<file path="config.mk">
export PLATFORM = sky130hd
export DESIGN_NAME = side_info_2ch_packer_flat
export DESIGN_NICKNAME = d
export VERILOG_FILES = /design/src/rtl/side_info_2ch_packer_pkg.sv /design/src/rtl/side_info_2ch_packer_if.sv /design/src/rtl/side_info_2ch_packer_crc16.sv /design/src/rtl/side_info_2ch_packer.sv /design/src/flat_wrapper.sv
export SDC_FILE = /design/constraint.sdc
export NUM_CORES = 1
export LEC_CHECK = 0
export ABC_AREA = 1
export CORE_UTILIZATION = 40
export CTS_CLUSTER_DIAMETER = 40
export DETAILED_ROUTE_END_ITERATION = 10
export DONT_BUFFER_PORTS = 1
export SETUP_SLACK_MARGIN = 0.02
export SLEW_MARGIN = 30
export SYNTH_ARGS = -nofsm -noshare
export SYNTH_HDL_FRONTEND = slang
export SYNTH_SLANG_ARGS = --single-unit
</file>
<file path="constraint.sdc">
create_clock -name clk -period 2 [get_ports clk]
set_input_delay 0.4 -clock clk [delete_from_list [all_inputs] [get_ports clk]]
set_output_delay 0.4 -clock clk [all_outputs]
set_load 0.02 [all_outputs]
</file>
<file path="src/rtl/side_info_2ch_packer_pkg.sv">
// Shared constants, state type and branch-bit helper for the 2-channel side-info packer.
// Pure declarations: no latency, no flow control.
// Fields not used by the selected window-switching branch are dropped here.
package mp3_side_info_pkg;

    localparam int SIDE_INFO_BYTES = 32;
    localparam int CNT_W           = $clog2(SIDE_INFO_BYTES);
    localparam int NGR             = 2;
    localparam int NCH             = 2;
    localparam int SCFSI_BANDS     = 4;

    localparam int MDB_W  = 9;
    localparam int PRIV_W = 3;
    localparam int P23_W  = 12;
    localparam int BIGV_W = 9;
    localparam int GAIN_W = 8;
    localparam int SFC_W  = 4;
    localparam int BT_W   = 2;
    localparam int TS_W   = 5;
    localparam int SBG_W  = 3;
    localparam int R0_W   = 4;
    localparam int R1_W   = 3;
    localparam int BR_W   = 22;
    localparam int GC_W   = P23_W + BIGV_W + GAIN_W + SFC_W + 1 + BR_W + 3;

    localparam logic [15:0] CRC_POLY = 16'h8005;
    localparam logic [15:0] CRC_INIT = 16'hFFFF;

    typedef enum logic {IDLE = 1'b0, SEND = 1'b1} state_t;

    function automatic logic [BR_W-1:0] branch_bits(
        input logic            ws,
        input logic [BT_W-1:0] bt,
        input logic            mb,
        input logic [TS_W-1:0] ts1,
        input logic [TS_W-1:0] ts2,
        input logic [TS_W-1:0] ts3,
        input logic [SBG_W-1:0] sg1,
        input logic [SBG_W-1:0] sg2,
        input logic [SBG_W-1:0] sg3,
        input logic [R0_W-1:0] r0,
        input logic [R1_W-1:0] r1
    );
        if (ws)
            return {bt, mb, ts1, ts2, sg1, sg2, sg3};
        else
            return {ts1, ts2, ts3, r0, r1};
    endfunction

endpackage

</file>
<file path="src/rtl/side_info_2ch_packer_if.sv">
// Field-set input, byte-stream output and CRC status bundle for the side-info packer.
// Wires only: no latency, no storage.
// Valid/ready on the field set; axiov/axior on the byte stream.
interface side_info_2ch_packer_if;
    import mp3_side_info_pkg::*;

    logic                                      in_valid;
    logic                                      in_ready;
    logic [MDB_W-1:0]                          main_data_begin;
    logic [PRIV_W-1:0]                         private_bits;
    logic [NCH-1:0][SCFSI_BANDS-1:0]           scfsi;
    logic [NGR-1:0][NCH-1:0][P23_W-1:0]        part2_3_length;
    logic [NGR-1:0][NCH-1:0][BIGV_W-1:0]       big_values;
    logic [NGR-1:0][NCH-1:0][GAIN_W-1:0]       global_gain;
    logic [NGR-1:0][NCH-1:0][SFC_W-1:0]        scalefac_compress;
    logic [NGR-1:0][NCH-1:0]                   window_switching_flag;
    logic [NGR-1:0][NCH-1:0]                   mixed_block_flag;
    logic [NGR-1:0][NCH-1:0]                   preflag;
    logic [NGR-1:0][NCH-1:0]                   scalefac_scale;
    logic [NGR-1:0][NCH-1:0]                   count1table_select;
    logic [NGR-1:0][NCH-1:0][BT_W-1:0]         block_type;
    logic [NGR-1:0][NCH-1:0][TS_W-1:0]         table_select_1;
    logic [NGR-1:0][NCH-1:0][TS_W-1:0]         table_select_2;
    logic [NGR-1:0][NCH-1:0][TS_W-1:0]         table_select_3;
    logic [NGR-1:0][NCH-1:0][SBG_W-1:0]        subblock_gain_1;
    logic [NGR-1:0][NCH-1:0][SBG_W-1:0]        subblock_gain_2;
    logic [NGR-1:0][NCH-1:0][SBG_W-1:0]        subblock_gain_3;
    logic [NGR-1:0][NCH-1:0][R0_W-1:0]         region0_count;
    logic [NGR-1:0][NCH-1:0][R1_W-1:0]         region1_count;
    logic [7:0]                                axiod;
    logic                                      axiov;
    logic                                      axior;
    logic                                      done;
    logic [15:0]                               crc16;
    logic                                      crc_valid;

    modport master (
        output in_valid, main_data_begin, private_bits, scfsi, part2_3_length, big_values,
               global_gain, scalefac_compress, window_switching_flag, mixed_block_flag,
               preflag, scalefac_scale, count1table_select, block_type, table_select_1,
               table_select_2, table_select_3, subblock_gain_1, subblock_gain_2,
               subblock_gain_3, region0_count, region1_count, axior,
        input  in_ready, axiod, axiov, done, crc16, crc_valid
    );

    modport slave (
        input  in_valid, main_data_begin, private_bits, scfsi, part2_3_length, big_values,
               global_gain, scalefac_compress, window_switching_flag, mixed_block_flag,
               preflag, scalefac_scale, count1table_select, block_type, table_select_1,
               table_select_2, table_select_3, subblock_gain_1, subblock_gain_2,
               subblock_gain_3, region0_count, region1_count, axior,
        output in_ready, axiod, axiov, done, crc16, crc_valid
    );

endinterface

</file>
<file path="src/rtl/side_info_2ch_packer_crc16.sv">
// One-byte CRC-16 step, polynomial 0x8005, MSB first.
// Combinational: zero latency.
// No flow control; caller decides when to register the result.
module crc16_byte
    import mp3_side_info_pkg::*;
(
    input  logic [7:0]  data,
    input  logic [15:0] crc_in,
    output logic [15:0] crc_out
);

    logic [15:0] c;

    always_comb begin
        c = crc_in ^ {data, 8'h00};
        for (int i = 0; i < 8; i++)
            c = c[15] ? ({c[14:0], 1'b0} ^ CRC_POLY) : {c[14:0], 1'b0};
        crc_out = c;
    end

endmodule

</file>
<file path="src/rtl/side_info_2ch_packer.sv">
// Packs a 2-channel side-info field set into 32 bytes, MSB first; optional CRC under SIDE_INFO_CRC_EN.
// Latency: first byte valid 1 cycle after accept, one byte per cycle while axior is high.
// Backpressure: axiod/axiov hold while axior low; in_ready low for the whole frame.
module side_info_2ch_packer
    import mp3_side_info_pkg::*;
(
    input  logic                 clk,
    input  logic                 rst_n,
    side_info_2ch_packer_if.slave bus
);

    state_t                             state, state_nxt;
    logic [SIDE_INFO_BYTES-1:0][7:0]    image, image_nxt;
    logic [CNT_W-1:0]                   cnt;
    logic                               done_q;
    logic                               accept, hs, last;
    logic [GC_W-1:0]                    gc [NGR*NCH];

    assign accept = bus.in_valid && (state == IDLE);
    assign hs     = (state == SEND) && bus.axior;
    assign last   = hs && (cnt == CNT_W'(SIDE_INFO_BYTES - 1));

    always_comb begin
        for (int g = 0; g < NGR; g++) begin
            for (int c = 0; c < NCH; c++) begin
                gc[g*NCH + c] = {
                    bus.part2_3_length[g][c], bus.big_values[g][c], bus.global_gain[g][c],
                    bus.scalefac_compress[g][c], bus.window_switching_flag[g][c],
                    branch_bits(bus.window_switching_flag[g][c], bus.block_type[g][c],
                                bus.mixed_block_flag[g][c], bus.table_select_1[g][c],
                                bus.table_select_2[g][c], bus.table_select_3[g][c],
                                bus.subblock_gain_1[g][c], bus.subblock_gain_2[g][c],
                                bus.subblock_gain_3[g][c], bus.region0_count[g][c],
                                bus.region1_count[g][c]),
                    bus.preflag[g][c], bus.scalefac_scale[g][c], bus.count1table_select[g][c]
                };
            end
        end
    end

    // scfsi is sent band 0 first, so the packed vector order is reversed here
    assign image_nxt = {
        bus.main_data_begin, bus.private_bits,
        bus.scfsi[0][0], bus.scfsi[0][1], bus.scfsi[0][2], bus.scfsi[0][3],
        bus.scfsi[1][0], bus.scfsi[1][1], bus.scfsi[1][2], bus.scfsi[1][3],
        gc[0], gc[1], gc[2], gc[3]
    };

    always_ff @(posedge clk or negedge rst_n) begin
        if (!rst_n)
            state <= IDLE;
        else
            state <= state_nxt;
    end

    always_comb begin
        state_nxt = state;
        case (state)
            IDLE:    if (accept) state_nxt = SEND;
            SEND:    if (last)   state_nxt = IDLE;
            default: state_nxt = IDLE;
        endcase
    end

    always_ff @(posedge clk or negedge rst_n) begin
        if (!rst_n) begin
            image  <= '0;
            cnt    <= '0;
            done_q <= 1'b0;
        end else begin
            done_q <= last;
            if (accept) begin
                image <= image_nxt;
                cnt   <= '0;
            end else if (hs) begin
                cnt <= cnt + CNT_W'(1);
            end
        end
    end

    assign bus.in_ready = (state == IDLE);
    assign bus.axiov    = (state == SEND);
    assign bus.axiod    = image[CNT_W'(SIDE_INFO_BYTES - 1) - cnt];
    assign bus.done     = done_q;

`ifdef SIDE_INFO_CRC_EN
    logic [15:0] crc_q, crc_upd;
    logic        crc_vld_q;

    crc16_byte u_crc (
        .data    (bus.axiod),
        .crc_in  (crc_q),
        .crc_out (crc_upd)
    );

    always_ff @(posedge clk or negedge rst_n) begin
        if (!rst_n) begin
            crc_q     <= CRC_INIT;
            crc_vld_q <= 1'b0;
        end else begin
            crc_vld_q <= last;
            if (accept)
                crc_q <= CRC_INIT;
            else if (hs)
                crc_q <= crc_upd;
        end
    end

    assign bus.crc16     = crc_q;
    assign bus.crc_valid = crc_vld_q;
`else
    assign bus.crc16     = 16'h0000;
    assign bus.crc_valid = 1'b0;
`endif

endmodule

</file>
<file path="src/flat_wrapper.sv">
// flat-port wrapper written by rule: the top's interface ports become plain ports
module side_info_2ch_packer_flat import mp3_side_info_pkg::*;
  (clk, rst_n, bus_in_valid, bus_main_data_begin, bus_private_bits, bus_scfsi, bus_part2_3_length, bus_big_values, bus_global_gain, bus_scalefac_compress, bus_window_switching_flag, bus_mixed_block_flag, bus_preflag, bus_scalefac_scale, bus_count1table_select, bus_block_type, bus_table_select_1, bus_table_select_2, bus_table_select_3, bus_subblock_gain_1, bus_subblock_gain_2, bus_subblock_gain_3, bus_region0_count, bus_region1_count, bus_axior, bus_in_ready, bus_axiod, bus_axiov, bus_done, bus_crc16, bus_crc_valid);
  side_info_2ch_packer_if bus_i ();
  input  logic clk;
  input  logic rst_n;
  input wire logic [$bits(bus_i.in_valid)-1:0] bus_in_valid;
  input wire logic [$bits(bus_i.main_data_begin)-1:0] bus_main_data_begin;
  input wire logic [$bits(bus_i.private_bits)-1:0] bus_private_bits;
  input wire logic [$bits(bus_i.scfsi)-1:0] bus_scfsi;
  input wire logic [$bits(bus_i.part2_3_length)-1:0] bus_part2_3_length;
  input wire logic [$bits(bus_i.big_values)-1:0] bus_big_values;
  input wire logic [$bits(bus_i.global_gain)-1:0] bus_global_gain;
  input wire logic [$bits(bus_i.scalefac_compress)-1:0] bus_scalefac_compress;
  input wire logic [$bits(bus_i.window_switching_flag)-1:0] bus_window_switching_flag;
  input wire logic [$bits(bus_i.mixed_block_flag)-1:0] bus_mixed_block_flag;
  input wire logic [$bits(bus_i.preflag)-1:0] bus_preflag;
  input wire logic [$bits(bus_i.scalefac_scale)-1:0] bus_scalefac_scale;
  input wire logic [$bits(bus_i.count1table_select)-1:0] bus_count1table_select;
  input wire logic [$bits(bus_i.block_type)-1:0] bus_block_type;
  input wire logic [$bits(bus_i.table_select_1)-1:0] bus_table_select_1;
  input wire logic [$bits(bus_i.table_select_2)-1:0] bus_table_select_2;
  input wire logic [$bits(bus_i.table_select_3)-1:0] bus_table_select_3;
  input wire logic [$bits(bus_i.subblock_gain_1)-1:0] bus_subblock_gain_1;
  input wire logic [$bits(bus_i.subblock_gain_2)-1:0] bus_subblock_gain_2;
  input wire logic [$bits(bus_i.subblock_gain_3)-1:0] bus_subblock_gain_3;
  input wire logic [$bits(bus_i.region0_count)-1:0] bus_region0_count;
  input wire logic [$bits(bus_i.region1_count)-1:0] bus_region1_count;
  input wire logic [$bits(bus_i.axior)-1:0] bus_axior;
  output wire logic [$bits(bus_i.in_ready)-1:0] bus_in_ready;
  output wire logic [$bits(bus_i.axiod)-1:0] bus_axiod;
  output wire logic [$bits(bus_i.axiov)-1:0] bus_axiov;
  output wire logic [$bits(bus_i.done)-1:0] bus_done;
  output wire logic [$bits(bus_i.crc16)-1:0] bus_crc16;
  output wire logic [$bits(bus_i.crc_valid)-1:0] bus_crc_valid;
  assign bus_i.in_valid = bus_in_valid;
  assign bus_i.main_data_begin = bus_main_data_begin;
  assign bus_i.private_bits = bus_private_bits;
  assign bus_i.scfsi = bus_scfsi;
  assign bus_i.part2_3_length = bus_part2_3_length;
  assign bus_i.big_values = bus_big_values;
  assign bus_i.global_gain = bus_global_gain;
  assign bus_i.scalefac_compress = bus_scalefac_compress;
  assign bus_i.window_switching_flag = bus_window_switching_flag;
  assign bus_i.mixed_block_flag = bus_mixed_block_flag;
  assign bus_i.preflag = bus_preflag;
  assign bus_i.scalefac_scale = bus_scalefac_scale;
  assign bus_i.count1table_select = bus_count1table_select;
  assign bus_i.block_type = bus_block_type;
  assign bus_i.table_select_1 = bus_table_select_1;
  assign bus_i.table_select_2 = bus_table_select_2;
  assign bus_i.table_select_3 = bus_table_select_3;
  assign bus_i.subblock_gain_1 = bus_subblock_gain_1;
  assign bus_i.subblock_gain_2 = bus_subblock_gain_2;
  assign bus_i.subblock_gain_3 = bus_subblock_gain_3;
  assign bus_i.region0_count = bus_region0_count;
  assign bus_i.region1_count = bus_region1_count;
  assign bus_i.axior = bus_axior;
  assign bus_in_ready = bus_i.in_ready;
  assign bus_axiod = bus_i.axiod;
  assign bus_axiov = bus_i.axiov;
  assign bus_done = bus_i.done;
  assign bus_crc16 = bus_i.crc16;
  assign bus_crc_valid = bus_i.crc_valid;
  side_info_2ch_packer u_core (.clk(clk), .rst_n(rst_n), .bus(bus_i));
endmodule
</file>
# Word level (Yosys, flattened, before mapping)
# Index checks and enable logic that the tools add are counted.
[op_classes] bitwise=1 n_reduce_logical=4 muxes=11 magnitude_cmp=1 n_eq_ne=1 add_sub_neg=2
[op_table] operator="$mux W22" n=4
[op_table] operator="$bmux W8 S5" n=1
[op_table] operator="$mux W5" n=2
[op_table] operator="$mux W8" n=1
[op_table] operator="$lt A5 B6 Y1 const B" n=1
[op_table] operator="$add A5 B1 Y5 const B" n=1
[op_table] operator="$eq A5 B5 Y1 const B" n=1
[op_table] operator="$sub A5 B5 Y5 const A" n=1
[op_table] operator="$logic_and A1 B1 Y1" n=3
[op_table] operator="$mux W1" n=2
[op_table] operator="$pmux W1 S2" n=1
[op_table] operator="$reduce_bool A2 Y1" n=1
[op_table] operator="$not A1 Y1" n=1
[word_totals] regBits=263 out_inout_bits=28

# Depth between registers and ports, before layout
[depth] word_depth=4 ltp_mapped=11

# Worst setup path after synthesis
# Ideal clock, no wire load.
[synth_timing] path_type="register -> output" start="register u_core.cnt[0]" end="output port bus_axiod[0]" path_stages_with_launch=11 t_arrival_ps=1301 slack_ps=299 path_cell_list="dfrtp_1 buf_4 inv_4 buf_6 buf_6 nand2_1 nand3_1 nand3_1 nand3b_1 nand3_1 nand2_1"
[synth_between] elab_chain_cells=3
[synth_lines] element="start, declared" line="side_info_2ch_packer.sv:14" rtl="logic [CNT_W-1:0] cnt;"
[synth_lines] element="start signal, assigned" line="side_info_2ch_packer.sv:76" rtl="cnt <= cnt + CNT_W'(1);"
[synth_lines] element="$sub A5 B5 Y5" line="side_info_2ch_packer.sv:83" rtl="assign bus.axiod = image[CNT_W'(SIDE_INFO_BYTES - 1) - cnt];"
[synth_lines] element="$bmux W8 S5" line="side_info_2ch_packer.sv:83"
[synth_lines] element="$mux W8 (implied by the code)" line="side_info_2ch_packer.sv:83"
[synth_lines] element="end, declared" line="flat_wrapper.sv:31" rtl="output wire logic [$bits(bus_i.axiod)-1:0] bus_axiod;"
# No other way between the ends. The select of a mux whose other input is x is not followed.

# Worst setup path in the final report
[layout_timing] start="register u_core.cnt[0]" end="output port bus_axiod[5]"
# The elaborated chain is that of the path after synthesis.

==> out/qor.csv <==
stage;metric;value;unit
outcome;outcome;finished, violations left;
outcome;violated checks;negative hold slack, negative setup slack;
critical_path;WS Path Type;reg -> out;
critical_path;Top delay family on crit path;buffers and inverters;
yosys;top post-synthesis cells by area;dfrtp_1 (50%), nand2_1 (26%), a21oi_1 (7.9%);
route;Avg WL per Cell;19.6;µm
clock_tree;Post-CTS Hold Fix Bufs;91;
route;via count;12700;
route;final WL;47300;µm
yosys;dominant cell type by area after synthesis;dfrtp_1;
route;1st-iter DRT viols;1085;
global_route;gr busiest metal;met2;
timing;Slew Limit Fails;0;
timing;Final Hold Viols;263;
timing;FMAX;384;MHz
finish;fill count;3128;
critical_path;setup slack, reg-to-reg;0.06;ns
finish;final net count;2240;
critical_path;Critical Path End Type;output port;
route;DRT Pass-1 Iters;5;
global_route;grt met3 use;6.26;%
timing;Worst Tran Pin Value;0.967;ns
floorplanning;Initial Util;40.6;%
global_route;total track usage;27.3;%
global_route;met1 Usage GRT;38.7;%
finish;commonest non-fill, non-tap cell in the layout;nand2_1;
yosys;Mapped Cells;1832;
global_route;initial antenna violation count;1;
clock_tree;number of H-tree levels;2;
critical_path;Worst Path Arrival;2.20;ns
floorplanning;die width;184;µm
placed_design;Placed Cells;2214;
yosys;YS warnings;0;
clock_tree;TritonCTS clock tree;built;
yosys;Synth cell types;22;
timing;final setup margin;-0.602;ns
timing;hold_ws;-0.427;ns
clock_tree;Num CTS Buffers;43;
floorplanning;Core ar.;32500;µm²
timing;Final Cycle Share;130;%
clock_tree;CTS root buf;clkbuf_16;
yosys;sequential area share after synthesis;49.8;%
critical_path;startpoint types;flop;
timing;minimum clock period;2.60;ns
placed_design;port bufs;0;
floorplanning;die height;184;µm
global_route;largest net degree at the start of global routing;264;
floorplanning;row count;66;
global_route;GR Util met2;41.0;%
critical_path;FF-to-FF path depth;10;
floorplanning;DIE AREA;33800;µm²
route;Vias/cell;5.28;
placed_design;GP Congestion;0.884;
flow_run;maxcap violations;0;
placed_design;hpwl dp;31100;µm
timing;Final Setup Violations;8;
clock_tree;Max clock buf depth;3;
critical_path;CP bufs+invs;4;
finish;most frequent cells in the layout;nand2_1 (885), dfrtp_1 (261), a21oi_1 (189), nor2_1 (97), nand3_1 (96);
finish;area growth from synthesis to layout;30.3;%
finish;post-layout util;52.9;%
power_and_ir_drop;power density cells;1520;nW/µm²
clock_tree;clk slew on worst S/H paths;0.06;ns
critical_path;Critical Path Stages;10;
route;DRC errors left;0;
clock_tree;worst skew pair latency;0.53;ns
power_and_ir_drop;maximum vdd drop;0.768;mV
critical_path;slowest CP cell;dfrtp_4;
floorplanning;Ports;336;
yosys;Mapped Avg Cell Area;7.22;µm²
global_route;GRT overflow;0;
clock_tree;Clock Sinks;263;
critical_path;CP Data Required Time;1.60;ns
finish;layout cells sized above 1;14.6;%
power_and_ir_drop;Leak;8.55;nW
route;post-route ant nets;0;
timing;RSZ-0062 raised after global routing;yes;
critical_path;worst path cell trace;buf_12, buf_12, buf_8, nand2_1, nand3_1, nand3_2, nand3_2, nand3_2, nand2_2, buf_12;
timing;Clock Skews;0.00958;ns
critical_path;Worst Path Max Fanout;7;
global_route;vias in the first global route;12100;
global_route;first-pass GRT wire length;70000;µm
yosys;top-area cell type share of the netlist area;49.8;%
critical_path;CP peak stage delay;0.60;ns
finish;Final Instance Count excl. Fillers;2407;
yosys;flops & latches, synth;263;
timing;Slew headroom;35.6;%
yosys;Post-Syn Area;13200;µm²
worst_hold_path;Worst Hold Class;in -> async;
-- worst paths after layout --
| path | startpoint | endpoint |
|---|---|---|
| max in group asynchronous | rst_n | u_core.cnt[1] |
| min in group clk | bus_big_values[19] | u_core.image[98] |
| worst max-delay path | u_core.cnt[0] | bus_axiod[5] |
| worst min register to register | u_core.image[2] | u_core.image[2] |
| worst max register to register | u_core.cnt[0] | u_core.cnt[4] |
| worst min-delay path | rst_n | u_core.image[97] |
-- cells by family after synthesis --
kind of cell | Yosys count | share of synthesized area (%)
compound gates | 232 | 8.85
fa+ha+maj | 2 | 0.189
buf+inv | 157 | 6.23
flops | 263 | 49.8
other cells | 1 | 0.0284
simple gates | 1177 | 34.9
-- Yosys cell counts --
cell	number
a21oi_1	208
o21ai_0	17
clkinv_1	1
inv_1	13
dfrtp_1	263
nor2_1	104
nand3_1	139
o22ai_1	7
nand3b_1	3
buf_4	23
inv_4	1
buf_2	80
buf_6	6
nand2_2	2
nor3_2	1
ha_1	2
inv_2	4
buf_1	3
nor2_2	1
conb_1	1
nand2_1	927
clkbuf_1	26
-- metrics by stage --
step	worst slack [ns]	hold WS, ns	setup TNS [ns]	instance area, µm²	power [mW]
floorplan	0.299	0.104	0	13300	13.6
global placement	-0.122	0.122	-0.694	13900	16.9
detailed placement	-0.159	0.124	-0.872	13900	17.0
CTS	-0.573	-0.431	-4.50	16700	25.5
global route	-0.672	-0.445	-5.12	17200	27.7
finish	-0.602	-0.427	-4.62	17200	26.2
-- power by group --
part	internal, mW	total, mW	leakage, nW	switching [mW]
combinational	3.99	9.53	4.50	5.54
clock	4.71	7.58	0.724	2.88
sequential	7.47	9.10	3.33	1.63
total	16.2	26.2	8.55	10.1
-- state kept, by name (all words and copies together), names as in the netlist --
| name | cells |
|---|---|
| u_core.image | 256 |
| u_core.cnt | 5 |
| u_core.bus.axiov | 1 |
| u_core.bus.done | 1 |
-- final cells by class --
class,count,area [µm²],area share (%)
clock buffers,50,1170,6.82
multi-input cells,1428,6370,37.0
clock inverters,29,313,1.82
inverters,19,91.3,0.530
well taps,442,553,3.21
flip-flops and latches,263,6590,38.2
repair buffers,174,2130,12.4
diodes,1,2.50,0.0145
repair inverters,1,8.76,0.0508
-- layer usage --
metal  vias up  wire [µm]  share of wire [%]
met4         0       1280                2.7
met2       547      21000                 44
li1       5985          -                  -
met3        76       3770                8.0
met5         -          0                  0
met1      6100      21200                 45
-- what timing repair did --
| item | CTS | global route |
|---|---|---|
| setup buffers | 4 | 7 |
| endpoints found under the hold margin | 359 | 263 |
| resized for setup | 65 | 99 |
| gates cloned | 7 | 7 |
| endpoints found under the setup margin | 8 | 9 |
| pin swaps | 7 | 41 |
Power figures use the tool's default switching activity.
==> RTL edit (same settings) <==
The option `SIDE_INFO_CRC_EN` is turned on by a define.
--- a/src/rtl/side_info_2ch_packer.sv
+++ b/src/rtl/side_info_2ch_packer.sv
@@ -3,2 +3,4 @@
 // Backpressure: axiod/axiov hold while axior low; in_ready low for the whole frame.
+`define SIDE_INFO_CRC_EN
+
 module side_info_2ch_packer
Behaviour: not the same (a bounded check fails within 4 cycles, from zero or initial values and one cycle with rst_n low).
==> RTL edit against the unedited design <==
- the run still ends with hold timing, setup timing left
- area after synthesis rose by 7.3%
- sequential share of layout area decreased by 2.7 points
- sequential cell count increased by 16
- cell area increased by 15%
- worst setup slack got worse by 0.28 ns
- routed wire length is 16% higher
- total power rose by 33%
- critical endpoint is now bus_axiod[0]
- largest cell class unchanged
- highest routed layer is now met5
==> RTL edit: results (changes against the unedited design) <==
<table>
<tr><th>Metric</th><th>Value</th></tr>
<tr><th colspan="2">Power</th></tr>
<tr><td>Total leakage power</td><td>0.009560 uW (+12%)</td></tr>
<tr><td>Switching share of total power</td><td>0.4029 (+0.01949)</td></tr>
<tr><th colspan="2">Synthesis</th></tr>
<tr><td>Top cells by instance count after synthesis</td><td>sky130_fd_sc_hd__nand2_1 (667), sky130_fd_sc_hd__dfrtp_1 (263), sky130_fd_sc_hd__nor2_1 (204)</td></tr>
<tr><td>Register area share after synthesis</td><td>0.4936 (-0.004262)</td></tr>
<tr><td>Adder-cell share of the synthesized area</td><td>0.001764 (-0.0001289)</td></tr>
<tr><th colspan="2">STA</th></tr>
<tr><td>Count of final hold-check violations</td><td>275 (+4.6%)</td></tr>
<tr><td>Final WS setup</td><td>-0.8861 ns (-0.2843 ns)</td></tr>
<tr><td>Number of setup violations in the final report</td><td>19 (+11)</td></tr>
<tr><td>Final Hold Slack</td><td>-0.4325 ns (-0.005776 ns)</td></tr>
<tr><th colspan="2">Drt</th></tr>
<tr><td>Total length of routed met2 wires</td><td>25.40 mm (+21%)</td></tr>
<tr><td>Routed length on met1</td><td>23.14 mm (+9.1%)</td></tr>
<tr><td>Final wirelength</td><td>54.97 mm (+16%)</td></tr>
<tr><td>Starting DRC count in detailed routing</td><td>1169 (+7.7%)</td></tr>
<tr><th colspan="2">Layout</th></tr>
<tr><td>Register area</td><td>7007 um2 (+6.4%)</td></tr>
<tr><td>Non-clock buffers, area share</td><td>0.1821 (+0.05852)</td></tr>
<tr><td>Final Net Count</td><td>2507 (+12%)</td></tr>
<tr><td>Non-clock inverter count in the final layout</td><td>131 (+560%)</td></tr>
<tr><td>ClkCell Share</td><td>0.08118 (-0.005190)</td></tr>
<tr><td>Clock buffer instance count of the final layout</td><td>61 (+22%)</td></tr>
<tr><td>Number of non-clock buffers in the layout</td><td>361 (+110%)</td></tr>
<tr><td>Number of inserted diodes</td><td>3 (+2)</td></tr>
<tr><th colspan="2">Critical path</th></tr>
<tr><td>Arrival time reported for the critical path endpoint</td><td>2.49 ns (+0.29 ns)</td></tr>
<tr><td>Setup slack of the worst register-to-register path</td><td>-0.76 ns (-0.82 ns)</td></tr>
<tr><td>Highest fanout seen on the critical path</td><td>13 (+6)</td></tr>
<tr><th colspan="2">GRT</th></tr>
<tr><td>Initial antenna violation count</td><td>4 (+3)</td></tr>
<tr><td>Global-route usage over all layers</td><td>0.2972 (+0.02469)</td></tr>
<tr><td>First-pass GRT wire length</td><td>81.97 mm (+17%)</td></tr>
<tr><th colspan="2">Clocking</th></tr>
<tr><td>Number of buffers added by the clock tree synthesis step</td><td>49 (+14%)</td></tr>
<tr><th colspan="2">Status</th></tr>
<tr><td>Failing checks</td><td>hold timing, setup timing</td></tr>
<tr><td>Status</td><td>complete, but fails checks</td></tr>
<tr><th colspan="2">Place</th></tr>
<tr><td>Dpl hpwl</td><td>36.89 mm (+19%)</td></tr>
<tr><td>Placer's final routability congestion estimate</td><td>0.9064 (+2.5%)</td></tr>
</table>
-- RTL edit: critical path, cell delays in order (launching register included) --
cell,delay (ns)
sky130_fd_sc_hd__dfrtp_4,0.54
sky130_fd_sc_hd__inv_6,0.19
sky130_fd_sc_hd__buf_12,0.16
sky130_fd_sc_hd__a21oi_1,0.06
sky130_fd_sc_hd__o21ai_1,0.15
sky130_fd_sc_hd__o211ai_1,0.18
sky130_fd_sc_hd__o211ai_1,0.13
sky130_fd_sc_hd__nand4_1,0.15
sky130_fd_sc_hd__nand2_2,0.12
sky130_fd_sc_hd__buf_6,0.11
sky130_fd_sc_hd__clkinvlp_4,0.14
-- RTL edit: worst paths after layout --
| check | endpoint | depth (start not counted) | from |
|---|---|---|---|
| setup / recovery | bus_axiod[0] | 10 | u_core.cnt[0]$_DFFE_PN0P_ |
| hold / removal | u_core.image[62]$_DFFE_PN0P_ | 0 | rst_n |
| min in group clk | u_core.image[235]$_DFFE_PN0P_ | 2 | bus_part2_3_length[11] |
| hold reg to reg | u_core.image[208]$_DFFE_PN0P_ | 2 | u_core.image[208]$_DFFE_PN0P_ |
| max in group asynchronous | u_core.cnt[0]$_DFFE_PN0P_ | 0 | rst_n |
| setup reg to reg | u_core.bus.crc16[15]$_DFFE_PN1P_ | 23 | u_core.cnt[0]$_DFFE_PN0P_ |
-- RTL edit: repair_timing --
action	in CTS	in global routing
pin swaps	36	46
endpoints found under the hold margin	442	281
buffers inserted	23	4
resized for setup	67	76
cloned	4	2
endpoints found under the setup margin	19	19
hold buffers	178	2
-- RTL edit: power by group through the flow --
stage	Clock, uW	Combinational (uW)	Sequential [uW]
floorplan	0	8510	9370
global placement	0	13600	9980
detailed placement	0	13700	10000
CTS	8240	15500	9950
global route	8540	18200	10200
finish	8170	16700	10000
-- RTL edit: cell families (layout without fill, tap and decap cells) --
| kind of cell | count (synthesis) | count (layout) |
|---|---|---|
| flops | 279 | 279 |
| xor+xnor | 6 | 6 |
| buf+inv | 255 | 580 |
| other cells | 0 | 3 |
| compound gates | 366 | 366 |
| simple gates | 1001 | 1001 |
| fa+ha+maj | 2 | 2 |
-- RTL edit: stage by stage --
step                cells  utilization  setup TNS, ns  worst slack [ns]  instance area (um2)
floorplan            1909            -        -0.1980           -0.1314                14190
global placement     2390       0.4464         -6.667           -0.6282                15490
detailed placement   2390       0.4464         -6.799           -0.6208                15490
CTS                  2683       0.5581         -12.09           -0.8717                19370
global route         2691       0.5682         -14.11           -0.9627                19730
finish               2692       0.5683         -12.08           -0.8861                19730
-- RTL edit: routing by layer --
metal / track usage / up-vias
met5: 0 / -
met4: 0.1323 / 2
met3: 0.06423 / 138
met2: 0.4723 / 601
met1: 0.3884 / 6912
li1: - / 6722
